[config.mk]
export PLATFORM = sky130hd
export DESIGN_NAME = bar_level_writer
export DESIGN_NICKNAME = d
export VERILOG_FILES = /design/src/rtl/bar_level_writer.sv
export SDC_FILE = /design/constraint.sdc
export NUM_CORES = 1
export LEC_CHECK = 0
export CORE_AREA = 2 2 194 196
export DETAILED_ROUTE_END_ITERATION = 16
export DIE_AREA = 0 0 196 198
export PLACE_DENSITY = 0.83
export SLEW_MARGIN = 15
export SYNTH_ARGS = -nofsm -noshare
export SYNTH_HDL_FRONTEND = slang
export SYNTH_SLANG_ARGS = --single-unit
[constraint.sdc]
create_clock -name clk -period 8.2 [get_ports clk]
set_input_delay 1.64 -clock clk [delete_from_list [all_inputs] [get_ports clk]]
set_output_delay 1.64 -clock clk [all_outputs]
set_load 0.02 [all_outputs]
[src/rtl/bar_level_writer.sv]
// Spectrum bar level writer: peak-holds per-band levels from magnitude samples,
// commits them to an 18-segment thermometer display shadow on each frame_sync, then decays.
module bar_level_writer #(
  parameter int SHIFT        = 11,
  parameter int DECAY_FRAMES = 4
) (
  input  logic         clk,
  input  logic         rst,
  input  logic         mag_valid,
  output logic         mag_ready,
  input  logic [3:0]   mag_band,
  input  logic [15:0]  mag_data,
  input  logic         frame_sync,
  output logic [287:0] bars,
  output logic         frame_done,
  output logic         sync_overrun
);

  localparam int FW = (DECAY_FRAMES > 1) ? $clog2(DECAY_FRAMES) : 1;
  localparam logic [FW-1:0] FCNT_LAST = FW'(DECAY_FRAMES - 1);

  typedef enum logic [1:0] {
    RUN    = 2'd0,
    COMMIT = 2'd1,
    DECAY  = 2'd2
  } state_t;

  state_t        state;
  state_t        state_next;
  logic [4:0]    working [16];
  logic [3:0]    band_cnt;
  logic [FW-1:0] fcnt;
  logic          decay_due;
  logic [15:0]   shifted;
  logic [4:0]    new_level;
  logic          accept;
  logic [287:0]  commit_bars;

  function automatic logic [17:0] thermo(input logic [4:0] lvl);
    logic [17:0] t;
    for (int i = 0; i < 18; i++) begin
      t[i] = (5'(i) < lvl);
    end
    return t;
  endfunction

  // Saturating level quantiser and handshake qualifier
  always_comb begin
    shifted   = mag_data >> SHIFT;
    if (shifted > 16'd18) begin
      new_level = 5'd18;
    end else begin
      new_level = shifted[4:0];
    end
    accept       = mag_valid && mag_ready;
    mag_ready    = (state == RUN);
    sync_overrun = frame_sync && (state != RUN);
  end

  // Thermometer encoding of all working levels for the commit
  always_comb begin
    commit_bars = '0;
    for (int n = 0; n < 16; n++) begin
      commit_bars[18*n +: 18] = thermo(working[n]);
    end
  end

  // Next-state logic
  always_comb begin
    state_next = state;
    case (state)
      RUN: begin
        if (frame_sync) begin
          state_next = COMMIT;
        end else begin
          state_next = RUN;
        end
      end
      COMMIT: state_next = DECAY;
      DECAY: begin
        if (band_cnt == 4'd15) begin
          state_next = RUN;
        end else begin
          state_next = DECAY;
        end
      end
      default: state_next = RUN;
    endcase
  end

  // State register
  always_ff @(posedge clk or negedge rst) begin
    if (!rst) begin
      state <= RUN;
    end else begin
      state <= state_next;
    end
  end

  // Working levels, shadow (bars), frame counter and decay sweep
  always_ff @(posedge clk or negedge rst) begin
    if (!rst) begin
      for (int n = 0; n < 16; n++) begin
        working[n] <= 5'd0;
      end
      bars       <= '0;
      frame_done <= 1'b0;
      fcnt       <= '0;
      decay_due  <= 1'b0;
      band_cnt   <= 4'd0;
    end else begin
      frame_done <= 1'b0;
      if (accept && (new_level > working[mag_band])) begin
        working[mag_band] <= new_level;
      end
      case (state)
        COMMIT: begin
          bars       <= commit_bars;
          frame_done <= 1'b1;
          decay_due  <= (fcnt == FCNT_LAST);
          fcnt       <= (fcnt == FCNT_LAST) ? '0 : fcnt + 1'b1;
          band_cnt   <= 4'd0;
        end
        DECAY: begin
          // Shadow stays frozen here; decayed levels surface at the next commit
          if (decay_due && (working[band_cnt] != 5'd0)) begin
            working[band_cnt] <= working[band_cnt] - 5'd1;
          end
          band_cnt <= band_cnt + 4'd1;
        end
        default: begin
          band_cnt <= band_cnt;
        end
      endcase
    end
  end

endmodule

==> results.sh <==
export IMPL_status="finished, final reports clean"
export IMPL_p_leak_nw=9.518
export IMPL_io_pins=315
export IMPL_drt_iter0_drc=1872
export IMPL_synth_ff_type="dfrtp_1"
export IMPL_ctsHoldBuffers=0
export IMPL_worst_path_max_fanout=27
export IMPL_cts_tree="yes"
export IMPL_grt_antenna_before_repair=0
export IMPL_layout_cells_most_common="dfrtp_1"
export IMPL_ant_nets=0
export IMPL_ys_seq_area_frac=0.5208
export IMPL_p_clk_frac=0.164
export IMPL_final_cell_mix="dfrtp_1, clkdlybuf4s50_1, nor2_1"
export IMPL_first_pass_iters=6
export IMPL_max_freq_ghz=0.1798
export IMPL_hpwlAfterDp_mm=37.97
export IMPL_clock_sinks=378
export IMPL_fin_setup_tns_ns=0
export IMPL_combPwrFrac=0.479
export IMPL_dp_cells=2401
export IMPL_netlist_area_sq_um=18160
export IMPL_diodes=0
export IMPL_seq_power_share=0.357
export IMPL_rows=71
export IMPL_dr_total_vias=15530
export IMPL_synth_edf_count=0
export IMPL_setup_worst_path_end_class="flip-flop"
export IMPL_fin_crit_ns=5.563
export IMPL_path_class="primary input to flip-flop"
export IMPL_grt_pass1_wl_mm=87.17
export IMPL_nets=2009
export IMPL_finalSetupViolations=0
export IMPL_routabilityCongestion=0.9316
export IMPL_cts_resized=0
export IMPL_syn_nets=1814
export IMPL_io_buffers=303
export IMPL_overflow=0
export IMPL_cts_max_level=2
export IMPL_coreArea_sq_um=36960
export IMPL_tightest_slew_ns=1.207
export IMPL_power_total_mw=10.79
export IMPL_cp_required_ns=8.55
export IMPL_fp_dieW_microns=196
export IMPL_slew_violations=0
export IMPL_synth_top_cell_by_area="dfrtp_1"
export IMPL_start_util=0.4915
export IMPL_min_path_type="flip-flop to flip-flop"
export IMPL_routed_wl_mm=56.68
export IMPL_grt_pass1_vias=14850
export IMPL_timing_final_crit_share=0.6784
export IMPL_cts_made_buffers=40
export IMPL_root_buffer="clkbuf_16"
export IMPL_fp_dieH_microns=198
export IMPL_drive_gt1_frac=0.08904
export IMPL_synth_top_cell_area_share=0.5208
export IMPL_relSlewSlack=0.1955
export IMPL_cp_arrival_ns=5.92
export IMPL_synthCells=1775
export IMPL_vias_per_cell=6.278
export IMPL_yosysUniqueCellTypes=44
export IMPL_fin_cells=2473
export IMPL_cap_violations=0
export IMPL_whs_ns=0.4780
export IMPL_wire_per_inst_microns=22.92
export IMPL_syn2layout_area_growth_pct=24.62
export IMPL_async_flop_share=1.000
export IMPL_path_clk_slew_ns=0.06
export IMPL_clock_skew_ns=0.01716
export IMPL_drc=0
export IMPL_power_density_nw_per_um2=476.8
export IMPL_switching_share=0.4454
export IMPL_cts_path_max_buffers=3
export IMPL_postCtsSetupBuffers=0
export IMPL_clk_latency_ns=0.54
export IMPL_synth_area_leaders="dfrtp_1, mux2i_1, mux4_2"
export IMPL_ys_ff_latch=378
export IMPL_p_switching_mw=4.807
export IMPL_grtUsageTotal=0.2899
export IMPL_syn_area_per_cell_sq_um=10.23
export IMPL_vdd_drop_max_v=0.0002262
export IMPL_p_int_mw=5.986
export IMPL_rsz0062_at_grt="no"
export IMPL_finalHoldViolations=0
export IMPL_die_area_sq_um=38810
export IMPL_start_kind="primary input"
export IMPL_grt_max_degree=269
export IMPL_yosysWarnings=0
==> logic make-up (layout without fill, tap and decap cells) <==
| family | Yosys count | count (layout) | synth area share |
|---|---|---|---|
| AND/OR/NAND/NOR | 487 | 487 | 0.1201 |
| AO/OA/AOI/OAI | 431 | 431 | 0.1421 |
| flip-flops | 378 | 378 | 0.5208 |
| buffers and inverters | 238 | 462 | 0.05008 |
| multiplexers | 223 | 223 | 0.1551 |
| adder cells (fa/ha/maj) | 15 | 15 | 0.01033 |
| XOR/XNOR | 3 | 3 | 0.001447 |
==> final timing paths <==
| check | startpoint | endpoint | slack (ns) | cells past startpoint |
|---|---|---|---|---|
| max | mag_band[0] | working[24] | 2.64 | 12 |
| min | bars[223] | bars[223] | 0.48 | 1 |
| max reg2reg | working[9] | working[24] | 3.99 | 10 |
| min reg2reg | bars[223] | bars[223] | 0.48 | 1 |
| max in group asynchronous | rst | bars[2] | 5.34 | 2 |
| min in group asynchronous | rst | bars[201] | 1.15 | 1 |
==> flip-flops by register name (all words and copies together), names as in the netlist <==
| name | count |
|---|---|
| band_cnt | 4 |
| frame_done | 1 |
| fcnt | 2 |
| state | 2 |
| decay_due | 1 |
| bars | 288 |
| working | 80 |
==> through the flow <==
| stage | utilization | worst slack (ns) | cell area [sq um] |
|---|---|---|---|
| after global routing | 0.6125 | 2.527 | 22630 |
| after floorplan | - | 2.812 | 18160 |
| final | 0.6125 | 2.637 | 22630 |
| after detailed placement | 0.5774 | 2.223 | 21340 |
| after global placement | 0.5774 | 2.363 | 21340 |
| after CTS | 0.6123 | 2.688 | 22630 |
==> routing by layer <==
layer	part of all wire	up-vias	track usage	wire length, microns
li1	-	6746	-	-
met3	0.10	184	0.06132	5881
met2	0.45	971	0.4393	25430
met1	0.40	7624	0.4014	22550
met4	0.050	0	0.1375	2812
met5	0	-	0	0
==> critical path, stage by stage <==
cell	delay [ns]
clkdlybuf4s50_1	0.45
buf_4	0.39
mux4_2	0.63
mux4_2	0.48
inv_1	0.09
ha_1	0.24
nand4_1	0.13
o211ai_1	0.27
buf_4	0.28
nor4b_2	0.87
mux2i_1	0.31
mux2i_1	0.10
==> final cells by class <==
cell class,instances,area (sq um)
multi-input cells,1159,7835
fillers,2918,14320
inverters,67,251.5
clock buffers,58,1180
well taps,474,593.1
flip-flops and latches,378,9459
repair buffers,324,3208
clock inverters,13,107.6
==> Yosys cell counts, drive strengths merged (16+ instances only) <==
master / count
mux4: 45
clkbuf: 147
a21oi: 147
dfrtp: 378
o211ai: 23
nand2: 71
inv: 67
nand2b: 17
nand4: 33
o21ai: 60
nand3: 21
mux2: 18
nor3: 26
buf: 24
o311ai: 16
nor2: 270
mux2i: 160
a31oi: 140
==> power groups by stage <==
stage	sequential (mW)	combinational, mW	clock (mW)
floorplan	4.13	2.31	0
global placement	3.77	4.98	0
detailed placement	3.82	5.11	0
CTS	3.80	5.15	1.79
global route	3.95	5.50	1.87
finish	3.85	5.17	1.77
(Power assumes the default switching activity.)
